## config.mk

```make
export PLATFORM = sky130hd
export DESIGN_NAME = fir_feeder_flat
export DESIGN_NICKNAME = d
export VERILOG_FILES = /design/src/rtl/fir_feeder_pkg.sv /design/src/rtl/fir_feeder_if.sv /design/src/rtl/fir_feeder_sample_fifo.sv /design/src/rtl/fir_feeder.sv /design/src/flat_wrapper.sv
export SDC_FILE = /design/constraint.sdc
export NUM_CORES = 1
export LEC_CHECK = 0
export BUFFER_PORTS_ARGS = -buffer_cell sky130_fd_sc_hd__buf_2
export CAP_MARGIN = 25
export CORE_ASPECT_RATIO = 0.75
export CORE_MARGIN = 5
export CORE_UTILIZATION = 45
export CTS_CLUSTER_SIZE = 14
export DETAILED_ROUTE_END_ITERATION = 6
export PLACE_DENSITY_LB_ADDON = 0.05
export SLEW_MARGIN = 20
export SYNTH_ARGS = -nofsm -noshare
export SYNTH_HDL_FRONTEND = slang
export SYNTH_SLANG_ARGS = --single-unit
```

## constraint.sdc

```tcl
create_clock -name clk -period 3.7 [get_ports clk]
set_input_delay 0.74 -clock clk [delete_from_list [all_inputs] [get_ports clk]]
set_output_delay 0.74 -clock clk [all_outputs]
set_load 0.02 [all_outputs]
```

## src/rtl/fir_feeder_pkg.sv

```systemverilog
// Shared types and defaults for the FIR feeder: state encoding, word type, sizing defaults.
// No logic here.
package fir_feeder_pkg;

  localparam int FIFO_DEPTH_DEF = 8;
  localparam int NUM_COEFF_DEF  = 4;

  typedef logic [15:0] word_t;

  typedef enum logic [2:0] {
    IDLE,
    LC_ISSUE,
    LC_WAIT_HI,
    LC_WAIT_LO,
    DR_ISSUE,
    DR_WAIT_HI,
    DR_WAIT_LO
  } state_t;

endpackage

```

## src/rtl/fir_feeder_if.sv

```systemverilog
// Bundle of producer, coefficient-host and filter-side signals of the FIR feeder.
// slave = feeder view, master = environment view.
interface fir_feeder_if;
  import fir_feeder_pkg::*;

  word_t       sample_in;
  logic        sample_valid;
  logic        sample_ready;
  logic        coeff_wr;
  logic [1:0]  coeff_addr;
  word_t       coeff_in;
  logic        coeff_commit;
  logic        modwait;
  logic        err;
  word_t       sample_data;
  word_t       fir_coefficient;
  logic        data_ready;
  logic        load_coeff;
  logic [4:0]  fifo_count;
  logic        coeff_loaded;
  logic [7:0]  err_count;

  modport slave (
    input  sample_in, sample_valid, coeff_wr, coeff_addr, coeff_in,
           coeff_commit, modwait, err,
    output sample_ready, sample_data, fir_coefficient, data_ready,
           load_coeff, fifo_count, coeff_loaded, err_count
  );

  modport master (
    output sample_in, sample_valid, coeff_wr, coeff_addr, coeff_in,
           coeff_commit, modwait, err,
    input  sample_ready, sample_data, fir_coefficient, data_ready,
           load_coeff, fifo_count, coeff_loaded, err_count
  );

endinterface

```

## src/rtl/fir_feeder_sample_fifo.sv

```systemverilog
// First-word-fall-through sample FIFO; head valid the cycle after a push, pop takes effect at the edge.
// Pushes while full and pops while empty are ignored.
module sample_fifo
  import fir_feeder_pkg::*;
#(
  parameter int DEPTH = 8
) (
  input  logic       clk,
  input  logic       rst,
  input  logic       i_push,
  input  word_t      i_dat,
  input  logic       i_pop,
  output word_t      o_head,
  output logic       o_empty,
  output logic       o_full,
  output logic [4:0] o_count
);

  localparam int AW = $clog2(DEPTH);

  word_t          r_mem [DEPTH];
  logic [AW-1:0]  r_wr_ptr;
  logic [AW-1:0]  r_rd_ptr;
  logic [4:0]     r_count;
  logic           w_push;
  logic           w_pop;

  assign o_empty = (r_count == 5'd0);
  assign o_full  = (r_count == 5'(DEPTH));
  assign w_push  = i_push && !o_full;
  assign w_pop   = i_pop && !o_empty;
  assign o_head  = r_mem[r_rd_ptr];
  assign o_count = r_count;

  // Storage carries no reset; occupancy and pointers alone define what is valid.
  always_ff @(posedge clk) begin
    if (w_push) begin
      r_mem[r_wr_ptr] <= i_dat;
    end
  end

  always_ff @(posedge clk) begin
    if (rst) begin
      r_wr_ptr <= '0;
      r_rd_ptr <= '0;
      r_count  <= 5'd0;
    end else begin
      if (w_push) begin
        r_wr_ptr <= r_wr_ptr + 1'b1;
      end
      if (w_pop) begin
        r_rd_ptr <= r_rd_ptr + 1'b1;
      end
      case ({w_push, w_pop})
        2'b10:   r_count <= r_count + 5'd1;
        2'b01:   r_count <= r_count - 5'd1;
        default: r_count <= r_count;
      endcase
    end
  end

endmodule

```

## src/rtl/fir_feeder.sv

```systemverilog
// Feeds queued samples and coefficient reloads to a FIR filter with a modwait handshake.
// Strobe one cycle after IDLE sees work with modwait low; producer stalls via sample_ready when FIFO full.
module fir_feeder
  import fir_feeder_pkg::*;
#(
  parameter int FIFO_DEPTH = FIFO_DEPTH_DEF,
  parameter int NUM_COEFF  = NUM_COEFF_DEF
) (
  input  logic             clk,
  input  logic             rst,
  fir_feeder_if.slave      io_bus
);

  localparam int KW = (NUM_COEFF > 1) ? $clog2(NUM_COEFF) : 1;

  state_t         r_state;
  state_t         w_state_next;
  logic [KW-1:0]  r_k;
  logic [KW-1:0]  w_k_next;
  logic           w_lc_start;
  logic           w_lc_done;
  logic           r_pending;
  logic           r_coeff_loaded;
  logic           r_err_d;
  logic [7:0]     r_err_count;
  word_t          r_bank [NUM_COEFF];
  word_t          r_sample_data;
  word_t          r_fir_coeff;
  word_t          w_head;
  logic           w_empty;
  logic           w_full;
  logic           w_pop;
  logic [4:0]     w_count;

  sample_fifo #(.DEPTH(FIFO_DEPTH)) u_fifo (
    .clk     (clk),
    .rst     (rst),
    .i_push  (io_bus.sample_valid),
    .i_dat   (io_bus.sample_in),
    .i_pop   (w_pop),
    .o_head  (w_head),
    .o_empty (w_empty),
    .o_full  (w_full),
    .o_count (w_count)
  );

  assign w_pop = (r_state == DR_ISSUE);

  always_comb begin
    w_state_next = r_state;
    w_k_next     = r_k;
    w_lc_start   = 1'b0;
    w_lc_done    = 1'b0;
    case (r_state)
      IDLE: begin
        if (!io_bus.modwait) begin
          if (r_pending) begin
            w_state_next = LC_ISSUE;
            w_k_next     = '0;
            w_lc_start   = 1'b1;
          end else if (!w_empty) begin
            w_state_next = DR_ISSUE;
          end
        end
      end
      LC_ISSUE:   w_state_next = LC_WAIT_HI;
      LC_WAIT_HI: if (io_bus.modwait) w_state_next = LC_WAIT_LO;
      LC_WAIT_LO: begin
        if (!io_bus.modwait) begin
          if (r_k == KW'(NUM_COEFF - 1)) begin
            w_state_next = IDLE;
            w_k_next     = '0;
            w_lc_done    = 1'b1;
          end else begin
            w_state_next = LC_ISSUE;
            w_k_next     = r_k + 1'b1;
          end
        end
      end
      DR_ISSUE:   w_state_next = DR_WAIT_HI;
      DR_WAIT_HI: if (io_bus.modwait) w_state_next = DR_WAIT_LO;
      DR_WAIT_LO: if (!io_bus.modwait) w_state_next = IDLE;
      default:    w_state_next = IDLE;
    endcase
  end

  always_ff @(posedge clk) begin
    if (rst) begin
      r_state <= IDLE;
      r_k     <= '0;
    end else begin
      r_state <= w_state_next;
      r_k     <= w_k_next;
    end
  end

  // Output words are captured on the edge entering an issue state, so they are
  // already valid during the strobe cycle and hold until the next issue.
  always_ff @(posedge clk) begin
    if (rst) begin
      r_pending      <= 1'b0;
      r_coeff_loaded <= 1'b0;
      r_sample_data  <= '0;
      r_fir_coeff    <= '0;
      r_err_d        <= 1'b0;
      r_err_count    <= 8'd0;
      for (int i = 0; i < NUM_COEFF; i++) begin
        r_bank[i] <= '0;
      end
    end else begin
      if (io_bus.coeff_commit) begin
        r_pending <= 1'b1;
      end else if (w_lc_start) begin
        r_pending <= 1'b0;
      end
      if (w_lc_start) begin
        r_coeff_loaded <= 1'b0;
      end else if (w_lc_done) begin
        r_coeff_loaded <= 1'b1;
      end
      if (w_state_next == LC_ISSUE) begin
        r_fir_coeff <= r_bank[w_k_next];
      end
      if (w_state_next == DR_ISSUE) begin
        r_sample_data <= w_head;
      end
      for (int i = 0; i < NUM_COEFF; i++) begin
        if (io_bus.coeff_wr && (io_bus.coeff_addr == 2'(i))) begin
          r_bank[i] <= io_bus.coeff_in;
        end
      end
      r_err_d <= io_bus.err;
      if (io_bus.err && !r_err_d && (r_err_count != 8'hFF)) begin
        r_err_count <= r_err_count + 8'd1;
      end
    end
  end

  // Strobes are masked by rst so an aborted handshake never fires in the reset cycle.
  assign io_bus.load_coeff      = (r_state == LC_ISSUE) && !rst;
  assign io_bus.data_ready      = (r_state == DR_ISSUE) && !rst;
  assign io_bus.sample_ready    = !w_full;
  assign io_bus.fifo_count      = w_count;
  assign io_bus.sample_data     = r_sample_data;
  assign io_bus.fir_coefficient = r_fir_coeff;
  assign io_bus.coeff_loaded    = r_coeff_loaded;
  assign io_bus.err_count       = r_err_count;

endmodule
```

## src/flat_wrapper.sv

```systemverilog
// flat-port wrapper written by rule: the top's interface ports become plain ports
module fir_feeder_flat import fir_feeder_pkg::*;
#(
  parameter int FIFO_DEPTH = FIFO_DEPTH_DEF,
  parameter int NUM_COEFF  = NUM_COEFF_DEF
)
  (clk, rst, io_bus_sample_in, io_bus_sample_valid, io_bus_coeff_wr, io_bus_coeff_addr, io_bus_coeff_in, io_bus_coeff_commit, io_bus_modwait, io_bus_err, io_bus_sample_ready, io_bus_sample_data, io_bus_fir_coefficient, io_bus_data_ready, io_bus_load_coeff, io_bus_fifo_count, io_bus_coeff_loaded, io_bus_err_count);
  fir_feeder_if io_bus_i ();
  input  logic clk;
  input  logic rst;
  input wire logic [$bits(io_bus_i.sample_in)-1:0] io_bus_sample_in;
  input wire logic [$bits(io_bus_i.sample_valid)-1:0] io_bus_sample_valid;
  input wire logic [$bits(io_bus_i.coeff_wr)-1:0] io_bus_coeff_wr;
  input wire logic [$bits(io_bus_i.coeff_addr)-1:0] io_bus_coeff_addr;
  input wire logic [$bits(io_bus_i.coeff_in)-1:0] io_bus_coeff_in;
  input wire logic [$bits(io_bus_i.coeff_commit)-1:0] io_bus_coeff_commit;
  input wire logic [$bits(io_bus_i.modwait)-1:0] io_bus_modwait;
  input wire logic [$bits(io_bus_i.err)-1:0] io_bus_err;
  output wire logic [$bits(io_bus_i.sample_ready)-1:0] io_bus_sample_ready;
  output wire logic [$bits(io_bus_i.sample_data)-1:0] io_bus_sample_data;
  output wire logic [$bits(io_bus_i.fir_coefficient)-1:0] io_bus_fir_coefficient;
  output wire logic [$bits(io_bus_i.data_ready)-1:0] io_bus_data_ready;
  output wire logic [$bits(io_bus_i.load_coeff)-1:0] io_bus_load_coeff;
  output wire logic [$bits(io_bus_i.fifo_count)-1:0] io_bus_fifo_count;
  output wire logic [$bits(io_bus_i.coeff_loaded)-1:0] io_bus_coeff_loaded;
  output wire logic [$bits(io_bus_i.err_count)-1:0] io_bus_err_count;
  assign io_bus_i.sample_in = io_bus_sample_in;
  assign io_bus_i.sample_valid = io_bus_sample_valid;
  assign io_bus_i.coeff_wr = io_bus_coeff_wr;
  assign io_bus_i.coeff_addr = io_bus_coeff_addr;
  assign io_bus_i.coeff_in = io_bus_coeff_in;
  assign io_bus_i.coeff_commit = io_bus_coeff_commit;
  assign io_bus_i.modwait = io_bus_modwait;
  assign io_bus_i.err = io_bus_err;
  assign io_bus_sample_ready = io_bus_i.sample_ready;
  assign io_bus_sample_data = io_bus_i.sample_data;
  assign io_bus_fir_coefficient = io_bus_i.fir_coefficient;
  assign io_bus_data_ready = io_bus_i.data_ready;
  assign io_bus_load_coeff = io_bus_i.load_coeff;
  assign io_bus_fifo_count = io_bus_i.fifo_count;
  assign io_bus_coeff_loaded = io_bus_i.coeff_loaded;
  assign io_bus_err_count = io_bus_i.err_count;
  fir_feeder #(.FIFO_DEPTH(FIFO_DEPTH), .NUM_COEFF(NUM_COEFF)) u_core (.clk(clk), .rst(rst), .io_bus(io_bus_i));
endmodule
```

==> results.cfg <==
[run_status]
status = finished, final reports clean

[synth]
yosys.area.top_type = edfxtp_1
syn_area_per_cell_sq_um = 15.65
ys_seq_area_frac = 0.6787
syn_inst = 654
ys.flop_type = edfxtp_1
netlist_area_sq_um = 10230
syn_nets = 704
ys_async_sr_fraction = 0
synth.distinct_cells = 50
yosysTopAreaCellShare = 0.5633
ys_ff_latch = 251
yosys_warnings = 0
synth_edf_count = 192
ys_top_cells_by_area = edfxtp_1 (56%), dfxtp_1 (12%), mux4_2 (7.0%)

[routing]
viasPerCell = 5.365
via_count = 5746
wl_per_cell_microns = 20.39
firstDrtPassIters = 4
drt_iter0_markers = 347
totalWireLength_microns = 21840
drc = 0
postRouteAntennaNets = 0

[timing]
hold_slack_ns = 0.4546
setup_violations = 0
slew_violations = 0
max_freq_mhz = 300.5
relSlewSlack = 0.3145
fin_crit_sh = 0.8994
hold_violations = 0
fin_crit_ns = 3.328
skew_ns = 0.01775
rsz0062_at_grt = no
tns_ns = 0
tightest_slew_ns = 1.027

[power_and_ir_drop]
power_frac_seq = 0.505
ir_worst_vdd_v = 0.0003046
swShare = 0.2397
p_int_mw = 4.902
combPwrFrac = 0.091
leakage_nw = 4.094
pwr-share-clk = 0.404
p_sw_mw = 1.545
power_density_nw_per_um2 = 540.3

[finish]
final_common_cell = edfxtp_1
nFillCells = 1805
final_cell_mix = edfxtp_1 (192), buf_2 (89), and2_1 (64)
final_net_count = 806
area_growth_pct = 16.58
drive_gt1_frac = 0.2771

[worst_setup_path]
crit_path_end_kind = flip-flop
crit_path_start_kind = flip-flop
reg2reg_slack_ns = 0.37
crit_path_start = u_core.r_state[2]$_SDFF_PP0_
arrival_ns = 3.79
worstPathMaxFanout = 12
reg2reg_from = u_core.r_state[2]$_SDFF_PP0_
worstSetupPathType = flip-flop to flip-flop
required_ns = 4.16

[placement]
place_congestion = 0.7509
dp.final_hpwl_microns = 13730
port_buffers = 89

[cts]
post-cts-setup-buffer-count = 0
cts_tree = done
clock-root-buffer = clkbuf_16
clk_pin_slew_ns = 0.06
cts_buffer_depth = 3
htreeDepth = 1
hold_buffers = 0
cts_buffers = 26
clock_latency_ns = 0.54
clock_sinks = 251
cts_resized = 0

[grt]
antenna_found_initial = 2
grt.busiest_layer = met2
grt_start_max_net_pins = 34
overflow = 0
use_met3 = 0.02807
grt_pass1_vias = 5773
use_met1 = 0.2520
met2_usage = 0.2525
track_usage = 0.1667
grt_pass1_wl_microns = 33640

[floorplanning]
die_area_sq_um = 25890
die_h_microns = 140.6
die_w_microns = 184.1
io_pins = 90
start_util = 0.4604
fp-row-count = 47
core_area_sq_um = 22230

[hold_path]
hp-start = io_bus_err
hold_class = input port to flip-flop

[flow_run]
maxCapViolCount = 0
per-layer routing:
layer	vias to the layer above	wire length (microns)
met4	2	487
li1	2707	-
met5	-	19
met2	129	9783
met1	2874	10380
met3	34	1164
registers in the layout (all words and copies together), names as in the netlist, 2 cells and up:
register / cells
u_core.u_fifo.r_mem: 128
u_core.r_bank: 64
u_core.io_bus.fir_coefficient: 16
u_core.io_bus.sample_data: 16
u_core.io_bus.err_count: 8
u_core.u_fifo.o_count: 5
u_core.r_state: 3
u_core.u_fifo.r_rd_ptr: 3
u_core.u_fifo.r_wr_ptr: 3
u_core.r_k: 2
power groups by stage:
stage,registers (mW),clock network (mW),logic [mW]
after floorplan,3.35,0,0.335
after global placement,3.31,0,0.580
after detailed placement,3.32,0,0.594
after CTS,3.26,2.65,0.597
after global routing,3.27,2.78,0.643
final,3.26,2.60,0.587
cell type report:
class                   count  area [sq um]  share of cell area
flip-flops and latches    251          6948              0.5823
inverters                  11         41.29            0.003461
clock buffers              29         661.9             0.05547
multi-input cells         354          3090              0.2590
well taps                 294         367.9             0.03083
diodes                      1         2.502           0.0002097
repair buffers            112         625.6             0.05243
clock inverters            19         193.9             0.01625
kinds of logic after synthesis:
family,Yosys count,synth area share
XOR/XNOR,11,0.009413
multiplexers,84,0.1213
AO/OA/AOI/OAI,82,0.06504
buffers and inverters,49,0.02298
flip-flops,251,0.6787
adder cells (fa/ha/maj),9,0.01174
AND/OR/NAND/NOR,168,0.09083
cells in the mapped netlist, types with 2 or more instances:
cell,n
and2_1,64
o211ai_1,17
and3_1,2
a21oi_1,14
or4b_1,2
nand2_1,13
buf_1,3
mux2i_1,52
xor2_1,4
clkbuf_1,21
nor3_1,10
edfxtp_1,192
nor3b_1,2
xnor2_1,7
nor2_1,47
nor2b_1,7
o221ai_1,7
or4_4,2
nand2b_1,3
o21ai_0,7
a211oi_1,16
a31o_2,3
nand3_1,7
inv_1,10
o221ai_2,10
dfxtp_1,59
buf_6,3
ha_1,8
mux4_2,32
buf_2,10
stage by stage:
step	setup slack [ns]	power, mW	std cells	util	cell area (sq um)
floorplan	0.7191	3.686	654	-	10230
global placement	0.5834	3.891	1020	0.4971	11050
detailed placement	0.4315	3.913	1022	0.4981	11070
CTS	0.4082	6.506	1070	0.5366	11930
global route	0.1937	6.693	1071	0.5368	11930
finish	0.3722	6.447	1071	0.5368	11930
path summary, 6_finish.rpt:
| check | to | cells after the start |
|---|---|---|
| max reg2reg | u_core.u_fifo.o_count[4]$_SDFFE_PP0P_ | 10 |
| max | u_core.u_fifo.o_count[4]$_SDFFE_PP0P_ | 10 |
| min reg2reg | u_core.io_bus.sample_data[10]$_SDFFE_PP0N_ | 2 |
| min | u_core.r_err_d$_SDFF_PP0_ | 2 |
worst max-delay path, stage by stage, from the launching register on:
cell,delay [ns]
dfxtp_1,0.53
or3b_2,0.49
a21oi_1,0.39
ha_1,0.32
inv_1,0.10
fa_1,0.38
nor2b_1,0.18
o21ai_0,0.13
and3_1,0.21
or4_1,0.39
a21oi_1,0.14
(Power assumes the default switching activity.)
